### src/rtl/serial_tx_ctrl.sv
// One-wire UART-style transmitter: latches a byte on a trigger rising edge and
// sends start bit, NBITS data bits (selectable order) and stop bit.
module serial_tx_ctrl #(
   parameter int CLKS_PER_BIT = 10417,
   parameter int NBITS        = 8
) (
   input  logic             clk_100mhz,
   input  logic             rst_n,
   input  logic             trigger,
   input  logic [NBITS-1:0] data,
   input  logic             big_endian,
   output logic             data_out,
   output logic             busy,
   output logic             done,
   output logic [1:0]       state_dbg
);

   localparam int BW = $clog2(CLKS_PER_BIT);
   localparam int CW = (NBITS > 1) ? $clog2(NBITS) : 1;
   localparam logic [BW-1:0] BAUD_LAST = BW'(CLKS_PER_BIT - 1);
   localparam logic [CW-1:0] BIT_LAST  = CW'(NBITS - 1);

   typedef enum logic [1:0] {IDLE = 2'd0, START = 2'd1, DATA = 2'd2, STOP = 2'd3} state_t;

   state_t           state, state_n;
   logic [BW-1:0]    baud_cnt, baud_n;
   logic [CW-1:0]    bit_cnt, bit_n;
   logic [NBITS-1:0] shift, shift_n, data_rev;
   logic [NBITS:0]   shift_fill;
   logic             trig_q, rise;
   logic             data_out_n, busy_n, done_n;

   assign rise       = trigger & ~trig_q;
   assign shift_fill = {1'b1, shift};
   assign state_dbg  = state;

   always_comb begin
      data_rev = '0;
      for (int i = 0; i < NBITS; i++) data_rev[i] = data[NBITS-1-i];
   end

   always_comb begin
      state_n = state;
      baud_n  = baud_cnt;
      bit_n   = bit_cnt;
      shift_n = shift;
      done_n  = 1'b0;
      case (state)
         IDLE: begin
            if (rise) begin
               state_n = START;
               baud_n  = '0;
               bit_n   = '0;
               shift_n = big_endian ? data_rev : data;
            end
         end
         START: begin
            if (baud_cnt == BAUD_LAST) begin
               baud_n  = '0;
               state_n = DATA;
            end else begin
               baud_n = baud_cnt + 1'b1;
            end
         end
         DATA: begin
            // bit 0 of the shift register is always the bit currently on the line
            if (baud_cnt == BAUD_LAST) begin
               baud_n  = '0;
               shift_n = shift_fill[NBITS:1];
               if (bit_cnt == BIT_LAST) begin
                  bit_n   = '0;
                  state_n = STOP;
               end else begin
                  bit_n = bit_cnt + 1'b1;
               end
            end else begin
               baud_n = baud_cnt + 1'b1;
            end
         end
         STOP: begin
            if (baud_cnt == BAUD_LAST) begin
               baud_n  = '0;
               state_n = IDLE;
               done_n  = 1'b1;
            end else begin
               baud_n = baud_cnt + 1'b1;
            end
         end
         default: state_n = IDLE;
      endcase
      // outputs are registered from the next state so they line up with it
      busy_n     = (state_n != IDLE);
      data_out_n = (state_n == DATA) ? shift_n[0] : (state_n != START);
   end

   always_ff @(posedge clk_100mhz) begin
      if (!rst_n) begin
         state    <= IDLE;
         baud_cnt <= '0;
         bit_cnt  <= '0;
         shift    <= '1;
         trig_q   <= 1'b1;
         data_out <= 1'b1;
         busy     <= 1'b0;
         done     <= 1'b0;
      end else begin
         state    <= state_n;
         baud_cnt <= baud_n;
         bit_cnt  <= bit_n;
         shift    <= shift_n;
         trig_q   <= trigger;
         data_out <= data_out_n;
         busy     <= busy_n;
         done     <= done_n;
      end
   end

endmodule

### config.mk
export PLATFORM = sky130hd
export DESIGN_NAME = serial_tx_ctrl
export DESIGN_NICKNAME = d
export VERILOG_FILES = /design/src/rtl/serial_tx_ctrl.sv
export SDC_FILE = /design/constraint.sdc
export NUM_CORES = 1
export LEC_CHECK = 0
export CAP_MARGIN = 20
export CORE_MARGIN = 2
export CORE_UTILIZATION = 50
export CTS_CLUSTER_SIZE = 40
export DETAILED_ROUTE_END_ITERATION = 8
export HOLD_SLACK_MARGIN = 0.05
export PLACE_DENSITY = 0.81
export SYNTH_ARGS = -nofsm -noshare
export SYNTH_HDL_FRONTEND = slang
export SYNTH_SLANG_ARGS = --single-unit
### constraint.sdc
create_clock -name clk_100mhz -period 2.4 [get_ports clk_100mhz]
set_clock_uncertainty 0.05 [all_clocks]
set_input_delay 0.48 -clock clk_100mhz [delete_from_list [all_inputs] [get_ports clk_100mhz]]
set_output_delay 0.48 -clock clk_100mhz [all_outputs]
set_load 0.02 [all_outputs]
* Yosys cells after proc, flatten, opt, wreduce, memory -nomap -nowiden
Cells that the tools add are included.
Storage, ports and cells: bits in registers 31, bits of input ports 12, output and inout port bits 5
Cells by class: add/subtract/negate cells 2, equality and inequality tests 9, multiplexer cells 19, bitwise operators 2, reductions and logical operators 6
Operators by type and width (number):
- two-way mux 14 bit | 2
- case mux 14 bit (2 select lines) | 1
- two-way mux 8 bit | 3
- case mux 8 bit (2 select lines) | 1
- adder 14 x 1 -> 14 bit (second input constant) | 1
- == test 14 bit (second input constant) | 1
- two-way mux 2 bit | 5
- two-way mux 3 bit | 3
- case mux 2 bit (4 select lines) | 1
- == test 2 bit (second input constant) | 3
- case mux 3 bit (2 select lines) | 1
- != test 2 bit (second input constant) | 2
- nonzero test 2 bit | 2
- adder 3 x 1 -> 3 bit (second input constant) | 1
- == test 3 bit (second input constant) | 1
- AND reduction 3 bit | 1
- OR reduction 3 bit | 1
- == test 2 x 1 -> 1 bit (second input constant) | 1
- zero test 2 bit | 1
- two-way mux 1 bit | 2
- != test 2 x 1 -> 1 bit (second input constant) | 1
- AND reduction 2 bit | 1
- AND 1 bit | 1
- inverter 1 bit | 1

* Depth between registers and ports, before layout
word-level depth 6, mapped depth 8, depth with buffers taken out 7

* Worst setup path after synthesis
No wires, ideal clock.
path kind flip-flop to flip-flop, start point reg state[1], in the netlist state_dbg[1], end point reg data_out, setup time 0.117 ns, arrival 1.649 ns, path slack 0.584 ns, cell stages (with the launch flop) 8, buffers on the path 2, period minus slack after synthesis 1.816 ns, cells stage by stage dfxtp_1 -> buf_4 -> or4b_1 -> clkbuf_2 -> nand2_1 -> nor2_1 -> a211o_1 -> o22a_1
On the way: longest elaborated chain between the ends 5
RTL lines:
- from (decl) | line 25 | state_t state, state_n;
- from (signal assigned) | line 107 | state <= state_n;
- two-way mux 2 bit | line 70 | if (bit_cnt == BIT_LAST) begin
- two-way mux 2 bit | line 67 | if (baud_cnt == BAUD_LAST) begin
- case mux 2 bit (4 select lines) | line 48 | case (state)
- != test 2 x 1 -> 1 bit or == test 2 bit (tied branches) | line 93 | data_out_n = (state_n == DATA) ? shift_n[0] : (state_n != START);
- two-way mux 1 bit * | line 93
- to (signal assigned) | line 112 | data_out <= data_out_n;
- to (decl) | line 12 | output logic data_out,
Every way passes the cells marked *; elsewhere a longest branch is shown, timed or not. A chain may end at the register's enable or synchronous reset.

* Final worst setup path
start point reg baud_cnt[1], end point reg baud_cnt[9]
On the way: longest elaborated chain between the ends 3
RTL lines:
- from (decl) | line 26 | logic [BW-1:0] baud_cnt, baud_n;
- from (signal assigned) | line 108 | baud_cnt <= baud_n;
- adder 14 x 1 -> 14 bit or == test 14 bit (tied branches)
- two-way mux 14 bit * | line 58, 67, 81
- case mux 14 bit (2 select lines) * | line 48
Marks and branches as above.

==> summary.md <==
| Metric | Value |
|---|---|
| Status | completed |
| Final Slew Violations | 0 |
| Design Power | 1070 uW |
| VDD IR-drop max | 0.000317 V |
| Worst-path clk slew | 100 ps |
| Initial DRC Count | 31 |
| Post-route ant nets | 0 |
| # DRC | 0 |
| Vias | 1425 |
| Largest fanout on the critical path | 25 |
| Post-synth ARST share | 0% |
| Core Util, Final | 59.7% |
| Setup bufs post-CTS | 0 |
| Clk_lat worst skew | 330 ps |
| Via density | 5.72 |
| Total core area | 3280 sq um |
| First-pass DRT Iterations | 4 |
| Max Clk Rate | 457 MHz |
| PostCTS Resize Cnt | 0 |
| Setup Viol. Count Final | 0 |
| Sink Count | 31 |
| Setup TNS | 0 ps |
| Vias in the first global route | 1378 |
| Most frequent cells in the layout | dfxtp_1, nor2_1, nand2_1, clkdlybuf4s50_1 |
| Synth Cell Area | 1680 sq um |
| Top delay family on crit path | compound AO/OA/AOI/OAI gates |
| Dominant cell type by area after synthesis | dfxtp_1 |
| Hold buffer count at CTS | 0 |
| Worst Path Buf+Inv | 1 |
| Post-synth top area share | 36.9% |
| Fin crit share | 91.2% |
| CP arrival | 2370 ps |
| Fillers | 294 |
| Largest net degree at the start of global routing | 26 |
| Wire per inst | 14.3 um |
| Most area-consuming cells after synthesis | dfxtp_1, mux2i_1, o221a_2 |
| WP data required | 2580 ps |
| CTS H-tree depth | 2 |
| Most common cell after layout, fill and taps aside | dfxtp_1 |
| Initial core utilization | 51.2% |
| Cell Rows | 21 |
| Initial antenna violation count | 0 |
| CP max stage cell | o21ai_2 |
| Total Routing Usage GR | 21.0% |
| Die area | 3850 sq um |
| Post-synthesis average cell area | 9.10 sq um |
| Layout cells sized above 1 | 15.8% |
| Port Buf Inserts | 16 |
| Max cap viols | 0 |
| Startpoint types | flop |
| Prevailing post-synth register cell | dfxtp_1 |
| I/O pin total | 17 |
| Nets | 218 |
| Die H | 62.0 um |
| Gr busiest metal | met2 |
| Tightest Pin Transition | 922 ps |
| Met3 Track Usage GR | 3.73% |
| Dpl hpwl | 2600 um |
| Final min period | 2190 ps |
| Post-synth EDFFs | 0 |
| Gr ovfl total | 0 |
| Placed Area | 1880 sq um |
| Synthesized netlist cell count | 185 |
| Yosys reg bits | 31 |
| Synth-to-layout area growth | 16.6% |
| Final standard cell area without fillers | 1960 sq um |
| CTS Root Buffer Type | clkbuf_4 |
| Synth cell types | 44 |
| Routed WL | 3570 um |
| Critical path class | flop to flop |
| First-pass GRT wire length | 6000 um |
| Lkg Pwr | 0.000785 uW |
| Sequential area share after synthesis | 36.9% |
| Clock Tree Buf Depth | 2 |
| Met2 Usage GRT | 33.2% |
| Final hold vios | 0 |
| RSZ-0062 raised after global routing | no |
| PwrDens | 547 nW/um^2 |
| Die width | 62.0 um |
| Antenna cell count | 0 |
| CTS tree | built |
| Ys Warns | 0 |
| Critical Path End Type | flop |
| HP Class | flop to flop |
| CTS Buf Count | 5 |
| Max incr delay on CP | 450 ps |
| Crit-path cells | inv_1 -> ha_1 -> nor4b_4 -> nand4_1 -> o21ai_2 -> nor3_1 -> o221a_2 |
| Worst rel slew slack | 38.5% |
| Grt met1 use | 27.4% |
| GPL Wtd Cong | 0.756 |
| Syn nets | 201 |
==> registers in the layout, indices dropped and copies added (netlist names) <==
register	cells
data_out	1
baud_cnt	14
done	1
shift	8
trig_q	1
busy	1
bit_cnt	3
state_dbg	2
==> layer usage <==
layer / vias to the layer above / wire length, um
li1: 718 / -
met1: 670 / 1700
met2: 28 / 1680
met3: 9 / 100
met4: 0 / 87
met5: - / 0
==> metrics by stage <==
stage | setup slack [ps] | instances | hold slack (ps)
after floorplan | 584 | 185 | 393
after detailed placement | 264 | 241 | 414
after CTS | 236 | 249 | 428
after global routing | 76.0 | 249 | 466
after global placement | 293 | 241 | 403
final | 211 | 249 | 430
==> synthesized netlist by cell type (2+ instances only) <==
cell type	instances
and4b_1	3
o211ai_1	4
nand2_1	16
o211a_1	4
buf_4	2
mux2i_1	10
dfxtp_1	31
nand4_1	4
nand2b_1	2
inv_1	6
o21a_1	2
o221a_2	7
nor2_1	19
nand3_1	7
and2_1	4
a21oi_1	3
nor3_1	4
a221o_2	6
ha_1	4
o21ai_0	10
nor4b_4	2
nor2b_1	10
clkbuf_1	4
==> kinds of logic after synthesis <==
family | count (synthesis) | share of synthesized area [%]
fa+ha+maj | 4 | 2.97
xor+xnor | 1 | 0.521
buf+inv | 16 | 4.61
mux | 10 | 5.95
simple gates | 79 | 27.7
compound gates | 44 | 21.3
flops | 31 | 36.9
==> where the power goes <==
part,internal (uW),switching (uW),leakage [uW],total (uW)
registers,526,10.3,0.000252,536
clock network,246,183,0.0000482,430
logic,54.5,52.5,0.000485,107
total,827,246,0.000785,1070
==> layout make-up <==
| cell class | instances | area, sq um | area share [%] |
|---|---|---|---|
| Inverter | 6 | 22.5 | 1.15 |
| Tap cell | 46 | 57.6 | 2.93 |
| Clock inverter | 2 | 35.0 | 1.79 |
| Sequential cell | 31 | 621 | 31.6 |
| Multi-Input combinational cell | 138 | 985 | 50.2 |
| Timing Repair Buffer | 20 | 190 | 9.69 |
| Clock buffer | 6 | 51.3 | 2.61 |
==> worst paths after layout <==
check / slack, ps / cells past startpoint / to / start
setup / recovery: 210 / 7 / baud_cnt[9] / baud_cnt[1]
hold / removal: 430 / 2 / bit_cnt[0] / bit_cnt[0]
setup reg to reg: 210 / 7 / baud_cnt[9] / baud_cnt[1]
hold reg to reg: 430 / 2 / bit_cnt[0] / bit_cnt[0]
==> worst reg2reg max path, cell delays in order, from the launching register on <==
cell and delay, ps:
dfxtp_1 360, inv_1 90, ha_1 140, nor4b_4 240, nand4_1 280, o21ai_2 450
nor3_1 170, o221a_2 320
No activity file was read; power rests on OpenSTA's default activity.
